<file path="config.mk">
export PLATFORM = sky130hd
export DESIGN_NAME = matrix_scan
export DESIGN_NICKNAME = d
export VERILOG_FILES = /design/src/rtl/matrix_scan.sv
export SDC_FILE = /design/constraint.sdc
export NUM_CORES = 1
export LEC_CHECK = 0
export ABC_AREA = 0
export CAP_MARGIN = 0
export CORE_ASPECT_RATIO = 0.7
export CORE_MARGIN = 1
export CORE_UTILIZATION = 46
export DETAILED_ROUTE_END_ITERATION = 8
export PLACE_DENSITY = 0.73
export SLEW_MARGIN = 20
export SYNTH_ARGS = -nofsm -noshare
export SYNTH_HDL_FRONTEND = slang
export SYNTH_SLANG_ARGS = --single-unit
export TNS_END_PERCENT = 50
</file>
<file path="constraint.sdc">
create_clock -name clk -period 2.1 [get_ports clk]
set_input_delay 0.42 -clock clk [delete_from_list [all_inputs] [get_ports clk]]
set_output_delay 0.42 -clock clk [all_outputs]
set_load 0.01 [all_outputs]
</file>
<file path="src/rtl/matrix_scan.sv">
// matrix_scan: row-multiplexed renderer for a 16x16 LED matrix.
//
// Draws the ball (one pixel) and two paddles (column 0 and column 15) one row at a
// time. Ball and paddle positions are snapshotted once per frame, on the edge where
// the scan wraps from row 15 to row 0, so a frame never shows a mix of old and new
// positions.
//
// Parameters:
//   DWELL       clk cycles spent on each row (>= 2)
//   BLANK       leading cycles of each row with all drivers off (< DWELL)
//   PADDLE_LEN  paddle height in rows (1..16)
//
// Ports:
//   clk          scan clock; all inputs are synchronous to it
//   reset        asynchronous, active-high; blanks the outputs at once
//   ball_x       ball column, 0 = left
//   ball_y       ball row, 0 = top
//   paddle_l     top row of the left paddle (column 0)
//   paddle_r     top row of the right paddle (column 15)
//   row_sel      row currently driven
//   row_en       row driver enable
//   col          column drive, bit n = column n, active-high
//   frame_start  one-cycle pulse when row 0 begins and the snapshot is taken
//
// Build option:
//   MATRIX_SCAN_DIM_EN  when defined, paddle pixels are lit only during the second
//                       half of each row's on-window (about half brightness). Ball
//                       pixels keep the full on-window.

module matrix_scan #(
    parameter int unsigned DWELL      = 125,
    parameter int unsigned BLANK      = 2,
    parameter int unsigned PADDLE_LEN = 3
) (
    input  logic        clk,
    input  logic        reset,
    input  logic [3:0]  ball_x,
    input  logic [3:0]  ball_y,
    input  logic [3:0]  paddle_l,
    input  logic [3:0]  paddle_r,
    output logic [3:0]  row_sel,
    output logic        row_en,
    output logic [15:0] col,
    output logic        frame_start
);

    localparam int unsigned PW = (DWELL > 2) ? $clog2(DWELL) : 1;

    localparam logic [PW-1:0] PHASE_LAST = PW'(DWELL - 1);
    localparam logic [PW-1:0] PHASE_ON   = PW'(BLANK);
    localparam logic [4:0]    PLEN       = 5'(PADDLE_LEN);
`ifdef MATRIX_SCAN_DIM_EN
    localparam logic [PW-1:0] PHASE_DIM  = PW'(BLANK + (DWELL - BLANK) / 2);
`endif

    // Scan position
    logic [PW-1:0] phase_q, phase_d;
    logic [3:0]    row_q, row_d;

    // Per-frame snapshot of the positions
    logic [3:0] sx_q, sy_q, spl_q, spr_q;

    logic frame_start_q, frame_start_d;

    // Low from reset until the first edge after release. Reset parks the phase on
    // DWELL-1 (which is past the blanking window), so this flag is what keeps the
    // drivers dark while reset is held.
    logic active_q;

    logic row_last;
    logic frame_edge;

    // ------------------------------------------------------------------
    // Next-state logic
    // ------------------------------------------------------------------
    always_comb begin
        row_last      = (phase_q == PHASE_LAST);
        frame_edge    = row_last && (row_q == 4'hF);
        phase_d       = row_last ? '0 : phase_q + PW'(1);
        row_d         = row_last ? row_q + 4'd1 : row_q;
        frame_start_d = frame_edge;
    end

    // ------------------------------------------------------------------
    // State registers
    // ------------------------------------------------------------------
    always_ff @(posedge clk or posedge reset) begin
        if (reset) begin
            phase_q       <= PHASE_LAST;
            row_q         <= 4'hF;
            sx_q          <= '0;
            sy_q          <= '0;
            spl_q         <= '0;
            spr_q         <= '0;
            frame_start_q <= 1'b0;
            active_q      <= 1'b0;
        end else begin
            phase_q       <= phase_d;
            row_q         <= row_d;
            frame_start_q <= frame_start_d;
            active_q      <= 1'b1;
            if (frame_edge) begin
                sx_q  <= ball_x;
                sy_q  <= ball_y;
                spl_q <= paddle_l;
                spr_q <= paddle_r;
            end
        end
    end

    // ------------------------------------------------------------------
    // Output decode (registered state only)
    // ------------------------------------------------------------------
    logic [4:0]  row_w;
    logic        on_window;
    logic        pl_hit, pr_hit;
    logic        paddle_lit;
    logic [15:0] ball_col;
    logic [15:0] paddle_col;

    always_comb begin
        // 5-bit compare so a paddle near the bottom is clipped instead of wrapping
        row_w      = {1'b0, row_q};
        pl_hit     = ({1'b0, spl_q} <= row_w) && (row_w < ({1'b0, spl_q} + PLEN));
        pr_hit     = ({1'b0, spr_q} <= row_w) && (row_w < ({1'b0, spr_q} + PLEN));
        on_window  = active_q && (phase_q >= PHASE_ON);
        ball_col   = (row_q == sy_q) ? (16'h0001 << sx_q) : 16'h0000;
        paddle_col = {pr_hit, 14'b0, pl_hit};
`ifdef MATRIX_SCAN_DIM_EN
        paddle_lit = (phase_q >= PHASE_DIM);
`else
        paddle_lit = 1'b1;
`endif
        row_sel     = row_q;
        row_en      = on_window;
        col         = on_window ? (ball_col | (paddle_lit ? paddle_col : 16'h0000)) : 16'h0000;
        frame_start = frame_start_q;
    end

endmodule
</file>
Yosys cells after proc, flatten, opt, wreduce, memory -nomap -nowiden

Index checks and enable logic that the tools add are counted.

Shift-type cells: 1
Multiplexer cells: 3
Add/subtract/negate cells: 4
Eq/ne operators: 3
Reductions and logical operators: 4
Bitwise gates (word level): 1
Magnitude comparators: 5

Operators with widths:

| kind                   | count |
|---|---|
| $mux W16               | 2 |
| $or A16 B16 Y16        | 1 |
| $shl A1 B4 Y16 const A | 1 |
| $add A4 B2 Y5 const B  | 2 |
| $lt A4 B5 Y1           | 2 |
| $le A4 B4 Y1           | 2 |
| $add A7 B1 Y7 const B  | 1 |
| $eq A7 B7 Y1 const B   | 1 |
| $ge A7 B2 Y1 const B   | 1 |
| $mux W7                | 1 |
| $add A4 B1 Y4 const B  | 1 |
| $eq A4 B4 Y1           | 1 |
| $eq A4 B4 Y1 const B   | 1 |
| $logic_and A1 B1 Y1    | 4 |

Input port bits: 18
Logic and storage cells: 29
Output and inout bits: 22
Bits in registers: 29

Longest topological paths before layout

Depth in word-level cells: 5
Mapped depth: 7
Gate-level depth less buffers: 7

Worst setup path before layout

No wires, ideal clock.

Path type: flip-flop to output port
From: reg row_q[2] (netlist: row_sel[2])
To: out col[15]
Slack: -0.235 ns
Cell stages (with the launch flop): 7
Arrival time: 1.915 ns
Path buffers: 0
Data required time: 1.680 ns
Path through: dfstp_2 -> inv_1 -> ha_1 -> and3b_1 -> a2111oi_0 -> o21ai_0 -> o21ai_0

Word-level cells in the longest chain between the ends: 4
Elaborated cells between the ends (all ways): 7
Classes of those cells: order compare (2); eq/ne (1); mux (2); bitwise (1); reduce/logical (1)

RTL lines:

| element                                         | line     | text |
|---|---|---|
| start, declared                                 | 58       | `logic [3:0] row_q, row_d;` |
| start signal, assigned                          | 99       | `row_q <= row_d;` |
| $lt A4 B5 Y1 (tied with other cells)            | 125      | `pr_hit = ({1'b0, spr_q} <= row_w) && (row_w < ({1'b0, spr_q} + PLEN));` |
| $logic_and A1 B1 Y1 or $mux W16 (tied branches) | 125, 127 |  |
| $or A16 B16 Y16 *                               | 136      | `col = on_window ? (ball_col \| (paddle_lit ? paddle_col : 16'h0000)) : 16'h0000;` |
| $mux W16 *                                      | 136      |  |
| end, declared                                   | 43       | `output logic [15:0] col,` |

Every way passes the cells marked *; elsewhere a longest branch is shown, timed or not.

Worst setup path after layout

From: reg row_q[0] (netlist: row_sel[0])
To: out col[15]

The elaborated chain is that of the path after synthesis.

==> flow_metrics.tcl <==
set metrics [dict create \
    cts_tree "yes" \
    grt_pass1_wl_mm 8.45 \
    status "complete, but fails checks" \
    tns_ns -4.58 \
    netlist_instances 178 \
    crit_top_cell "o21ai_1" \
    report.final.slew_viol_count 0 \
    antenna_found_initial 0 \
    p_comb_share_pct 6.0 \
    initial_core_util_pct 50.5 \
    ir_worst_vdd_mv 0.396 \
    rr_worst_depth 6 \
    fin_crit_sh_pct 118 \
    p_total_uw 1150 \
    drt-total-wl_mm 5.53 \
    critical_path.max_stage_delay_ns 0.55 \
    htreeDepth 2 \
    yosys_warnings 0 \
    hpwl_mm 3.65 \
    final_nets 309 \
    failed_checks "negative setup slack" \
    leakage_uw 0.00133 \
    worst_setup_hold_path_clk_slew_ns 0.06 \
    yosysSeqAreaShare_pct 39.5 \
    cp.required_ns 1.68 \
    first_global_vias 1675 \
    area_delta_synth_final_pct 56.1 \
    diodes 0 \
    numCtsBuffers 5 \
    cts.sinks 29 \
    async_reset_ff_share_pct 100 \
    critPathLaunchType "flop" \
    rr_endpoint "spl_q[2]$_DFFE_PP0P_" \
    drcViolationCount 0 \
    num_vias 1744 \
    layout_commonest_cell "buf_4" \
    final_cell_mix "buf_4 (48), clkdlybuf4s50_1 (22), dfrtp_1 (19)" \
    place.gp.congestion 0.816 \
    arrival_ns 2.06 \
    clockBufferDepth 2 \
    rows 18 \
    viasPerCell 5.45 \
    fin_crit_ns 2.48 \
    synth_nets 218 \
    drt_iter0_markers 135 \
    clk_latency_ns 0.29 \
    skew_ns 0.00517 \
    p_clk_share_pct 45.1 \
    core_mm2 0.00369 \
    grt_max_degree 30 \
    fin_hold_ws_ns 0.504 \
    cts_hold_repair.buffers 0 \
    die_height_um 55.3 \
    ant_nets 0 \
    cp-end-kind "output pin" \
    fmax_mhz 404 \
    wl_per_cell_um 17.3 \
    sequentialPowerShare_pct 48.8 \
    cts-root-buf "clkbuf_8" \
    maxCapViolations 0 \
    fin_ws_ns -0.376 \
    rsz0062_at_grt "true" \
    port-buffer-count 39 \
    dr.pass1.iters 4 \
    syn_area_per_cell_um2 10.5 \
    drive_above_1_share_pct 48.5 \
    switching_share_pct 21.9 \
    overflow 0 \
    critical-path-top-delay-family "flip-flops" \
    ys_ff_latch 29 \
    die_area_mm2 0.00432 \
    power_density_mw_per_mm2 394 \
    synth_edf_count 0 \
    cp_slowest_cell "dfstp_2" \
    yosysUniqueCellTypes 33 \
    crit_type "flop to output pin" \
    timing.rr.start "phase_q[2]$_DFF_PP1_" \
    die_w_um 78.1 \
    critPathMaxFanout 3 \
    path_cells "buf_4 -> inv_1 -> ha_1 -> nand4b_1 -> o21ai_0 -> o21ai_1 -> o21ai_1 -> buf_2" \
    synth_area_mm2 0.00187 \
    grtUsageTotal_pct 26.3 \
    report.final.hold_viol_count 0 \
    ios 40 \
    p_sw_uw 251 \
    rrSetupSlack_ns 0.07 \
    worstHoldPathType "input port to asynchronous set/reset pin" \
    path_buf_inv 3 \
    finalSetupViolCount 16 \
    p_int_uw 897 \
    ys.flop_type "dfrtp_1" \
    pre_cts_ws_ns -0.508 \
]
-- layer usage --
metal  vias up  track usage [%]  wire, µm
met5         -                0         0
met4         0             12.2       173
met3        17             6.45       319
met2        74             43.4      2690
met1       853             32.5      2350
li1        800                -         -
-- worst min-delay path: stages --
cell and delay, ns:
clkdlybuf4s50_1 0.40, inv_1 0.05, buf_4 0.34
-- sequential cells by signal (all words and copies together) (netlist names) --
register / count
spl_q: 4
spr_q: 4
row_sel: 4
active_q: 1
sy_q: 4
phase_q: 7
sx_q: 4
frame_start: 1
-- synthesized netlist by cell type, types with 2 or more instances --
cell type | n | share of area, %
a2111oi_0 | 2 | 0.94
a21oi_1 | 4 | 1.1
and3_1 | 2 | 0.67
and3b_1 | 2 | 0.94
and4_1 | 2 | 0.94
clkbuf_1 | 2 | 0.40
dfrtp_1 | 20 | 27
dfstp_2 | 9 | 13
ha_1 | 22 | 15
inv_1 | 13 | 2.6
mux2_2 | 6 | 3.6
mux2_4 | 10 | 8.0
nand2_1 | 11 | 2.2
nand3_1 | 5 | 1.3
nand4_1 | 2 | 0.67
nand4b_1 | 2 | 0.94
nor2_1 | 16 | 3.2
nor2b_1 | 2 | 0.67
nor3_1 | 7 | 1.9
nor4_1 | 3 | 1.0
o211ai_1 | 2 | 0.80
o21ai_0 | 10 | 2.7
xnor2_1 | 4 | 1.9
xor2_1 | 11 | 5.2
-- power groups by stage --
stage / sequential, µW / clock (µW) / combinational [µW]
2_1_floorplan: 570 / 0 / 16.0
3_3_place_gp: 571 / 0 / 60.8
3_5_place_dp: 570 / 0 / 62.8
4_1_cts: 561 / 527 / 67.0
5_1_grt: 561 / 550 / 74.6
6_report: 561 / 518 / 69.0
-- kinds of logic after synthesis --
logic type	synth area share, %
AOI/OAI and AO/OA	6.24
xor gates and xnor gates	7.04
adders and majority gates	14.8
buffers and inverters	4.69
DFF	39.5
muxes	11.7
other	0.201
and+or+nand+nor	15.9
-- how the worst max path moves through the flow --
stage	startpoint	end	cells after the start
after floorplan	row_sel[2]$_DFFE_PP1P_	col[15]	6
after global placement	row_sel[2]$_DFFE_PP1P_	col[15]	7
after detailed placement	row_sel[1]$_DFFE_PP1P_	col[7]	6
after CTS	row_sel[1]$_DFFE_PP1P_	col[15]	7
after global routing	row_sel[2]$_DFFE_PP1P_	col[7]	7
final	row_sel[0]$_DFFE_PP1P_	col[15]	8
-- timing repair --
action / in CTS / in global routing
setup buffers: 5 / 8
setup endpoints to repair: 19 / 31
gates cloned: 0 / 0
gates resized for setup: 84 / 20
pin swaps: 13 / 10
-- area by class of cell --
cell class,instances,area (µm²)
Fill cell,220,781
Tap cell,50,62.6
Inverter,13,51.3
Clock inverter,1,5.00
Timing Repair Buffer,89,702
Multi-Input combinational cell,131,1260
Sequential cell,29,738
Clock buffer,7,96.3
-- per-stage QoR --
stage	instances	area, µm²	utilization, %
2_1_floorplan	178	1920	-
6_report	320	2910	78.9
4_1_cts	312	2770	75.0
5_1_grt	320	2910	78.9
3_5_place_dp	299	2610	70.7
3_3_place_gp	299	2610	70.7
No activity file was read; power rests on OpenSTA's default activity.
